==> src/rtl/freq_div_prog.sv <==
// ---------------------------------------------------------------------------
// freq_div_prog
//
// Programmable clock divider. Fout is derived from Fin either as a
// power-of-two tap (Fin/2^(Fsel+1)) or as an arbitrary integer ratio Ndiv
// with near-50% duty cycle (high for ceil(N/2) cycles, then low for the
// rest). A new configuration is captured on Load into shadow registers and
// only becomes active at a period boundary, so Fout never produces a runt
// pulse. A separate free-running prescaler provides the PLL PFD reference.
//
// Parameters
//   CNT_W : output counter width, maximum integer ratio 2^CNT_W-1
//           (must be at least 2^SEL_W+1 so every tap ratio fits)
//   SEL_W : tap select width
//   PFD_W : prescaler width, F_PFD = Fin/2^PFD_W
//
// Ports
//   Fin    in   input clock, all state updates on its rising edge
//   Resetn in   asynchronous active-low reset
//   Enable in   run request for the Fout generator
//   Mode   in   0 = tap mode (Fsel), 1 = integer mode (Ndiv); sampled on Load
//   Fsel   in   tap select; sampled on Load
//   Ndiv   in   integer divide ratio; sampled on Load
//   Load   in   single-cycle request to apply Mode/Fsel/Ndiv
//   Busy   out  high while a captured configuration waits for a boundary
//   Fout   out  divided clock, registered
//   Tick   out  one-cycle pulse in the first cycle of every Fout period
//   F_PFD  out  free-running PFD reference, registered prescaler MSB
// ---------------------------------------------------------------------------
module freq_div_prog #(
    parameter int CNT_W = 17,
    parameter int SEL_W = 4,
    parameter int PFD_W = 6
) (
    input  logic             Fin,
    input  logic             Resetn,
    input  logic             Enable,
    input  logic             Mode,
    input  logic [SEL_W-1:0] Fsel,
    input  logic [CNT_W-1:0] Ndiv,
    input  logic             Load,
    output logic             Busy,
    output logic             Fout,
    output logic             Tick,
    output logic             F_PFD
);

    localparam logic [CNT_W-1:0] CNT_ZERO = {CNT_W{1'b0}};
    localparam logic [CNT_W-1:0] CNT_ONE  = {{(CNT_W-1){1'b0}}, 1'b1};
    localparam logic [CNT_W-1:0] CNT_TWO  = {{(CNT_W-2){1'b0}}, 2'b10};
    localparam logic [PFD_W-1:0] PFD_ONE  = {{(PFD_W-1){1'b0}}, 1'b1};

    typedef enum logic [0:0] {
        CFG_IDLE    = 1'b0,
        CFG_PENDING = 1'b1
    } cfg_state_e;

    // Effective divide ratio N for a requested configuration.
    function automatic logic [CNT_W-1:0] calc_n(
        input logic             mode,
        input logic [SEL_W-1:0] fsel,
        input logic [CNT_W-1:0] ndiv
    );
        logic [CNT_W-1:0] n_v;
        logic [SEL_W:0]   sh_v;
        n_v  = CNT_TWO;
        sh_v = {1'b0, fsel} + {{SEL_W{1'b0}}, 1'b1};
        if (mode) begin
            // Ratios 0 and 1 cannot form a high and a low phase; run them as 2.
            if (ndiv[CNT_W-1:1] == {(CNT_W-1){1'b0}}) begin
                n_v = CNT_TWO;
            end else begin
                n_v = ndiv;
            end
        end else begin
            n_v = CNT_ONE << sh_v;
        end
        return n_v;
    endfunction

    // High-phase length ceil(N/2), written so that N+1 never overflows.
    function automatic logic [CNT_W-1:0] calc_h(input logic [CNT_W-1:0] n);
        return (n >> 1) + {{(CNT_W-1){1'b0}}, n[0]};
    endfunction

    // Prescaler and PFD reference
    logic [PFD_W-1:0] pre_q, pre_d;
    logic             f_pfd_q, f_pfd_d;

    // Configuration FSM and shadow / active ratio registers
    cfg_state_e       cfg_state_q, cfg_state_d;
    logic [CNT_W-1:0] n_sh_q, n_sh_d;
    logic [CNT_W-1:0] h_sh_q, h_sh_d;
    logic [CNT_W-1:0] n_act_q, n_act_d;
    logic [CNT_W-1:0] h_act_q, h_act_d;

    // Output generator
    logic [CNT_W-1:0] cnt_q, cnt_d;
    logic             run_q, run_d;
    logic             fout_q, fout_d;
    logic             tick_q, tick_d;
    logic             busy_q, busy_d;

    // Combinational helpers
    logic [CNT_W-1:0] load_n_s;
    logic [CNT_W-1:0] load_h_s;
    logic [CNT_W-1:0] n_last_s;
    logic             period_end_s;

    assign load_n_s     = calc_n(Mode, Fsel, Ndiv);
    assign load_h_s     = calc_h(load_n_s);
    assign n_last_s     = n_act_q - CNT_ONE;
    assign period_end_s = run_q && (cnt_q == n_last_s);

    // Prescaler next state: free-running, independent of Enable and Load.
    always_comb begin
        pre_d   = pre_q + PFD_ONE;
        f_pfd_d = pre_d[PFD_W-1];
    end

    // Prescaler and F_PFD registers.
    always_ff @(posedge Fin or negedge Resetn) begin
        if (!Resetn) begin
            pre_q   <= {PFD_W{1'b0}};
            f_pfd_q <= 1'b0;
        end else begin
            pre_q   <= pre_d;
            f_pfd_q <= f_pfd_d;
        end
    end

    // Config FSM: capture on Load, hand over to the generator at a boundary.
    always_comb begin
        cfg_state_d = cfg_state_q;
        n_sh_d      = n_sh_q;
        h_sh_d      = h_sh_q;
        n_act_d     = n_act_q;
        h_act_d     = h_act_q;
        case (cfg_state_q)
            CFG_IDLE: begin
                if (Load) begin
                    n_sh_d      = load_n_s;
                    h_sh_d      = load_h_s;
                    cfg_state_d = CFG_PENDING;
                end else begin
                    cfg_state_d = CFG_IDLE;
                end
            end
            CFG_PENDING: begin
                // Load is ignored here so the captured shadow stays intact.
                if (period_end_s || !run_q) begin
                    n_act_d     = n_sh_q;
                    h_act_d     = h_sh_q;
                    cfg_state_d = CFG_IDLE;
                end else begin
                    cfg_state_d = CFG_PENDING;
                end
            end
            default: begin
                cfg_state_d = CFG_IDLE;
            end
        endcase
    end

    // Generator: count 0..N-1, and only start or stop at a period boundary.
    always_comb begin
        cnt_d = cnt_q;
        run_d = run_q;
        if (run_q) begin
            if (period_end_s) begin
                // Enable is only looked at here, so a drop that is undone
                // before the boundary never disturbs the waveform.
                cnt_d = CNT_ZERO;
                run_d = Enable;
            end else begin
                cnt_d = cnt_q + CNT_ONE;
                run_d = 1'b1;
            end
        end else begin
            cnt_d = CNT_ZERO;
            run_d = Enable;
        end
    end

    // Output next state, derived from next count and next active high length
    // so the registered outputs line up with the counter.
    always_comb begin
        fout_d = run_d && (cnt_d < h_act_d);
        tick_d = run_d && (cnt_d == CNT_ZERO);
        busy_d = (cfg_state_d == CFG_PENDING);
    end

    // Config and generator state registers.
    always_ff @(posedge Fin or negedge Resetn) begin
        if (!Resetn) begin
            cfg_state_q <= CFG_IDLE;
            n_sh_q      <= CNT_TWO;
            h_sh_q      <= CNT_ONE;
            n_act_q     <= CNT_TWO;
            h_act_q     <= CNT_ONE;
            cnt_q       <= CNT_ZERO;
            run_q       <= 1'b0;
        end else begin
            cfg_state_q <= cfg_state_d;
            n_sh_q      <= n_sh_d;
            h_sh_q      <= h_sh_d;
            n_act_q     <= n_act_d;
            h_act_q     <= h_act_d;
            cnt_q       <= cnt_d;
            run_q       <= run_d;
        end
    end

    // Registered outputs.
    always_ff @(posedge Fin or negedge Resetn) begin
        if (!Resetn) begin
            fout_q <= 1'b0;
            tick_q <= 1'b0;
            busy_q <= 1'b0;
        end else begin
            fout_q <= fout_d;
            tick_q <= tick_d;
            busy_q <= busy_d;
        end
    end

    assign Fout  = fout_q;
    assign Tick  = tick_q;
    assign Busy  = busy_q;
    assign F_PFD = f_pfd_q;

endmodule

==> config.mk <==
export PLATFORM = sky130hd
export DESIGN_NAME = freq_div_prog
export DESIGN_NICKNAME = d
export VERILOG_FILES = /design/src/rtl/freq_div_prog.sv
export SDC_FILE = /design/constraint.sdc
export NUM_CORES = 1
export LEC_CHECK = 0
export CORE_ASPECT_RATIO = 0.8
export CORE_MARGIN = 10
export CORE_UTILIZATION = 30
export DETAILED_ROUTE_END_ITERATION = 6
export PLACE_DENSITY = 0.44
export SYNTH_ARGS = -nofsm -noshare
export SYNTH_HDL_FRONTEND = slang
export SYNTH_SLANG_ARGS = --single-unit
==> constraint.sdc <==
create_clock -name Fin -period 6.2 [get_ports Fin]
set_clock_uncertainty 0.15 [all_clocks]
set_input_delay 1.55 -clock Fin [delete_from_list [all_inputs] [get_ports Fin]]
set_output_delay 1.55 -clock Fin [all_outputs]
set_load 0.05 [all_outputs]
Yosys cells after proc, flatten, opt, wreduce, memory -nomap -nowiden
Cells that the tools add are included.
Widths: inputs -> output; s select.
{"block": "word_totals", "regBits": 96, "in_bits": 26, "output_inout_bits": 4, "elab_cells": 40}
{"block": "op_classes", "add_sub_neg": 5, "n_lt_le_gt_ge": 1, "eq_ne": 1, "n_shift": 1, "n_mux": 11, "n_bitwise": 1, "reduce_logical": 9}
{"cell": "$mux 17", "count": 6}
{"cell": "$add 16x1->17", "count": 1}
{"cell": "$add 17x1->17 const B", "count": 1}
{"cell": "$eq 17x17->1", "count": 1}
{"cell": "$logic_not 17->1", "count": 1}
{"cell": "$lt 17x17->1", "count": 1}
{"cell": "$shl 1x5->17 const A", "count": 1}
{"cell": "$sub 17x1->17 const B", "count": 1}
{"cell": "$logic_not 16->1", "count": 1}
{"cell": "$add 6x1->6 const B", "count": 1}
{"cell": "$add 4x1->5 const B", "count": 1}
{"cell": "$mux 1", "count": 4}
{"cell": "$reduce_and 2->1", "count": 2}
{"cell": "$logic_and 1x1->1", "count": 3}
{"cell": "$pmux 1 s2", "count": 1}
{"cell": "$logic_not 1->1", "count": 1}
{"cell": "$logic_or 1x1->1", "count": 1}
{"cell": "$not 1->1", "count": 1}

Logic depth before layout (Yosys ltp)
{"block": "depth", "word_depth": 8, "ltp_mapped": 18, "mapped_depth_nobuf": 17}

Worst setup path after synthesis
No wires, ideal clock.
{"block": "synth_path", "kind": "register to register", "start": "register n_act_q[0]", "end": "register fout_q (netlist: Fout)", "setup_ps": 94, "t_arrival_ps": 4680, "required_ps": 5956, "slack_ps": 1276, "stages_incl_launch_ff": 19, "n_path_buf": 2, "period_less_slack_ps": 4924, "path_cell_list": "dfrtp_1 > inv_1 > ha_1 > or3b_2 > or3_1 > a22o_1 > or4_4 > o41ai_2 > buf_4 > buf_6 > mux2i_1 > ha_1 > a21o_1 > a21o_1 > a211oi_1 > o21bai_1 > a21o_1 > a221o_1 > a211oi_1"}
{"block": "synth_via", "elab_chain_len": 8, "elab_cells_between_ends": 12, "classes_between": "1 x add/sub; 1 x order compare; 1 x eq/ne; 6 x mux; 3 x reduce/logical"}
{"element": "start: declaration", "line_no": "94", "rtl": "logic [CNT_W-1:0] n_act_q, n_act_d;"}
{"element": "start signal: assignment", "line_no": "207", "rtl": "n_act_q <= n_act_d;"}
{"element": "$sub 17x1->17 (*)", "line_no": "112", "rtl": "assign n_last_s = n_act_q - CNT_ONE;"}
{"element": "$eq 17x17->1 (*)", "line_no": "113", "rtl": "assign period_end_s = run_q && (cnt_q == n_last_s);"}
{"element": "$logic_and 1x1->1 (*)", "line_no": "113"}
{"element": "$logic_or 1x1->1", "line_no": "151", "rtl": "if (period_end_s || !run_q) begin"}
{"element": "$mux 17", "line_no": "151"}
{"element": "$mux 17", "line_no": "139", "rtl": "case (cfg_state_q)"}
{"element": "$lt 17x17->1", "line_no": "188", "rtl": "fout_d = run_d && (cnt_d < h_act_d);"}
{"element": "$logic_and 1x1->1 (*)", "line_no": "188"}
{"element": "named net fout_d", "line_no": "100", "rtl": "logic fout_q, fout_d;"}
{"element": "end signal: assignment", "line_no": "221", "rtl": "fout_q <= fout_d;"}
{"element": "end: declaration", "line_no": "100"}
Mark *: on every way through the listed nets, which the timed path passes. The rest lies on a longest branch.
A chain may end at the register's enable or synchronous reset.

Worst setup path after layout
Ends and elaborated chain as after synthesis.

==> metrics.txt <==
# TYPE chip_impl_metric gauge
chip_impl_info{name="outcome",value="completed"} 1
chip_impl_info{name="launching_point_of_the_worst_reg2reg_path",value="n_act_q[0]"} 1
chip_impl_metric{name="global_route_wire_length_before_repair",unit="mm"} 22.52
chip_impl_metric{name="synth_warnings",unit=""} 0
chip_impl_metric{name="cts_post_setup_buffers_inserted",unit=""} 0
chip_impl_metric{name="tightest_slew",unit="ns"} 1.075
chip_impl_metric{name="synth.ff_latch_count",unit=""} 95
chip_impl_metric{name="synth-async-reset-ratio",unit="%"} 100.0
chip_impl_metric{name="area_inside_the_core_boundary",unit="sq um"} 18170
chip_impl_info{name="timing.hold.worst.class",value="reg -> reg"} 1
chip_impl_metric{name="clock_insertion_delay_worst_skew",unit="ns"} 0.36
chip_impl_metric{name="syn_nets",unit=""} 623
chip_impl_info{name="clock_tree.root_cell",value="sky130_fd_sc_hd__clkbuf_16"} 1
chip_impl_metric{name="initial_core_util",unit="%"} 30.58
chip_impl_metric{name="globalRouteTotalUtil",unit="%"} 11.92
chip_impl_metric{name="p_leak",unit="uW"} 0.002796
chip_impl_metric{name="cts_resized",unit=""} 0
chip_impl_metric{name="dp_hpwl",unit="mm"} 10.80
chip_impl_metric{name="timing.final.crit_share",unit="%"} 84.20
chip_impl_metric{name="drt_pre_antenna_iters",unit=""} 4
chip_impl_metric{name="max-slew-margin-rel",unit="%"} 28.36
chip_impl_metric{name="cts-buffers-inserted",unit=""} 9
chip_impl_metric{name="drt_iter0_markers",unit=""} 255
chip_impl_metric{name="seq_area_frac_synth",unit="%"} 42.88
chip_impl_metric{name="initial_antenna_violation_count",unit=""} 0
chip_impl_info{name="critical_path.startpoint_type",value="flop"} 1
chip_impl_metric{name="numClockSinks",unit=""} 95
chip_impl_metric{name="io_pins",unit=""} 30
chip_impl_metric{name="timing.reg2reg.worst_path_depth",unit=""} 17
chip_impl_info{name="crit_type",value="reg -> reg"} 1
chip_impl_metric{name="layout.cells.non_filler",unit=""} 815
chip_impl_metric{name="ant_nets",unit=""} 0
chip_impl_metric{name="fillCellCount",unit=""} 1861
chip_impl_metric{name="pwr_density_cell",unit="nW/um^2"} 367.8
chip_impl_metric{name="post_drt_wl_per_cell",unit="um"} 17.24
chip_impl_metric{name="diodes_inserted",unit=""} 0
chip_impl_metric{name="drv_cap",unit=""} 0
chip_impl_info{name="hold_path_startpoint",value="pre_q[0]"} 1
chip_impl_metric{name="r2r_slack",unit="ns"} 0.98
chip_impl_info{name="layout.cells.most_common",value="sky130_fd_sc_hd__dfrtp_1"} 1
chip_impl_metric{name="post-place-cells",unit=""} 799
chip_impl_info{name="cp-end-kind",value="flop"} 1
chip_impl_metric{name="detail_route.wirelength",unit="mm"} 14.05
chip_impl_metric{name="die_footprint",unit="sq um"} 24390
chip_impl_metric{name="post_cts_hold_fix_bufs",unit=""} 0
chip_impl_metric{name="synth-edff-count",unit=""} 0
chip_impl_info{name="synth-main-ff-cell",value="sky130_fd_sc_hd__dfrtp_1"} 1
chip_impl_metric{name="first_global_vias",unit=""} 4047
chip_impl_metric{name="vias",unit=""} 4191
chip_impl_metric{name="setup_viol",unit=""} 0
chip_impl_info{name="rsz0062_at_grt",value="no"} 1
chip_impl_metric{name="synthToLayoutAreaGrowth",unit="%"} 14.17
chip_impl_metric{name="slew_violations",unit=""} 0
chip_impl_metric{name="globalplace.congestion",unit=""} 0.8091
chip_impl_metric{name="critical_path_required",unit="ns"} 6.31
chip_impl_info{name="final_cell_mix",value="sky130_fd_sc_hd__dfrtp_1, sky130_fd_sc_hd__nand2_1, sky130_fd_sc_hd__o21ai_0"} 1
chip_impl_metric{name="timing.final.hold_violations",unit=""} 0
chip_impl_info{name="min_to",value="pre_q[0]"} 1
chip_impl_metric{name="fin_setup_tns",unit="ns"} 0
chip_impl_metric{name="num_rows",unit=""} 44
chip_impl_metric{name="finalCriticalPeriod",unit="ns"} 5.221
chip_impl_metric{name="number_of_instances_in_the_synthesized_netlist",unit=""} 574
chip_impl_metric{name="gr-total-overflow",unit=""} 0
chip_impl_metric{name="floorplan_die_width",unit="um"} 172.1
chip_impl_metric{name="synth_cell_type_count",unit=""} 65
chip_impl_metric{name="drt_drc_violations_left",unit=""} 0
chip_impl_info{name="cts_tree",value="built"} 1
chip_impl_metric{name="worstPathMaxFanout",unit=""} 17
chip_impl_info{name="timing.rr.end",value="Fout"} 1
chip_impl_metric{name="netlist_area",unit="sq um"} 5555
chip_impl_metric{name="post_route_cells_drive_above_1_share",unit="%"} 11.79
chip_impl_metric{name="clock_pin_slew_on_the_worst_setup_and_hold_paths",unit="ns"} 0.08
chip_impl_metric{name="worstHoldPathCells",unit=""} 1
chip_impl_metric{name="clk_path_buf_depth",unit=""} 2
chip_impl_metric{name="drt-vias-per-instance",unit=""} 5.142
chip_impl_metric{name="numPortBuffers",unit=""} 29
chip_impl_metric{name="cts_max_level",unit=""} 3
chip_impl_metric{name="syn-mean-instance-area",unit="sq um"} 9.678
chip_impl_metric{name="worstPathArrival",unit="ns"} 5.33
chip_impl_metric{name="grt_start_max_net_pins",unit=""} 61
chip_impl_metric{name="final_net_count",unit=""} 629
chip_impl_metric{name="fp.dieH",unit="um"} 141.7
chip_impl_metric{name="vdd_ir_drop_max",unit="mV"} 0.1342
chip_impl_metric{name="clock.fmax",unit="MHz"} 191.6
critical path, cell delays in order, from the launching register on:
cell and delay, ns:
sky130_fd_sc_hd__dfrtp_1 0.43, sky130_fd_sc_hd__inv_1 0.09, sky130_fd_sc_hd__ha_1 0.26, sky130_fd_sc_hd__or3b_2 0.47, sky130_fd_sc_hd__or3_1 0.37, sky130_fd_sc_hd__a22o_1 0.24
sky130_fd_sc_hd__or4_4 0.46, sky130_fd_sc_hd__o41ai_4 0.33, sky130_fd_sc_hd__buf_4 0.32, sky130_fd_sc_hd__mux2i_1 0.33, sky130_fd_sc_hd__ha_1 0.30, sky130_fd_sc_hd__a21o_1 0.18
sky130_fd_sc_hd__a21o_1 0.17, sky130_fd_sc_hd__a211oi_1 0.24, sky130_fd_sc_hd__o21bai_1 0.10, sky130_fd_sc_hd__a21o_1 0.18, sky130_fd_sc_hd__a221o_1 0.34, sky130_fd_sc_hd__a211oi_1 0.17
state kept, by name (all words and copies together), names as in the netlist:
name and count:
n_sh_q 17, pre_q 5, Tick 1, Busy 1
cnt_q 17, F_PFD 1, h_act_q 17, h_sh_q 17
Fout 1, n_act_q 17, run_q 1
Yosys cell counts (all sizes together) (4+ instances only):
| master | n | area [sq um] |
|---|---|---|
| a21o | 6 | 45.04 |
| a21oi | 10 | 50.05 |
| a31oi | 5 | 31.28 |
| and3 | 8 | 50.05 |
| buf | 8 | 48.79 |
| clkbuf | 31 | 116.4 |
| dfrtp | 91 | 2277 |
| dfstp | 4 | 105.1 |
| ha | 23 | 287.8 |
| inv | 26 | 97.60 |
| mux2 | 26 | 292.8 |
| mux2i | 16 | 160.2 |
| nand2 | 53 | 198.9 |
| nand2b | 13 | 81.33 |
| nand3 | 13 | 65.06 |
| nand3b | 6 | 45.04 |
| nand4 | 13 | 81.33 |
| nor2 | 38 | 142.6 |
| nor2b | 4 | 25.02 |
| nor3 | 14 | 70.07 |
| nor4 | 16 | 106.4 |
| o21ai | 40 | 200.2 |
| or4 | 7 | 60.06 |
| xnor2 | 33 | 289.0 |
| xor2 | 25 | 219.0 |
report_power, final:
group          total [uW]  switching [uW]  internal [uW]
Sequential            972             183            789
Combinational         766             423            343
Clock                 595             269            326
routing by layer:
metal	vias to the layer above	wire (um)	global-route usage, %
met5	-	0	0
met4	0	201	4.257
met3	13	521	2.606
met2	73	5555	15.65
met1	2056	7776	18.25
li1	2049	-	-
metrics by stage:
| step | setup WS [ns] | hold WS [ns] | area (sq um) | power (uW) | util, % |
|---|---|---|---|---|---|
| after global placement | 0.9314 | 0.2810 | 6017 | 1741 | 33.12 |
| after floorplan | 1.276 | 0.2650 | 5555 | 1498 | - |
| after CTS | 0.9406 | 0.3021 | 6342 | 2366 | 34.91 |
| final | 0.9795 | 0.3007 | 6342 | 2333 | 34.91 |
| after global routing | 0.6849 | 0.3240 | 6342 | 2510 | 34.91 |
| after detailed placement | 0.8383 | 0.2897 | 6017 | 1757 | 33.12 |
layout make-up:
cell class,instances,area (sq um),share of cell area [%]
multi-input combinational,414,2924,46.10
timing repair buffer,34,325.3,5.129
inverter,26,97.59,1.539
sequential,95,2382,37.56
tap,230,287.8,4.537
clock buffer,9,225.2,3.551
clock inverter,7,100.1,1.578
kinds of logic after synthesis:
family	count (synthesis)	synth area share (%)
and+or+nand+nor	195	18.22
AOI/OAI and AO/OA	95	11.26
DFF	95	42.88
buffers and inverters	65	4.730
xor gates and xnor gates	59	9.572
muxes	42	8.153
adders and majority gates	23	5.180
worst max-delay path by stage:
stage          depth (start not counted)       start          to
2_1_floorplan                         18  n_act_q[0]        Fout
3_3_place_gp                          13     Fsel[0]  h_sh_q[10]
3_5_place_dp                          10     Fsel[1]  h_sh_q[16]
4_1_cts                               17  n_act_q[0]        Fout
5_1_grt                               17  n_act_q[0]        Fout
6_report                              17  n_act_q[0]        Fout
(Power assumes the default switching activity.)
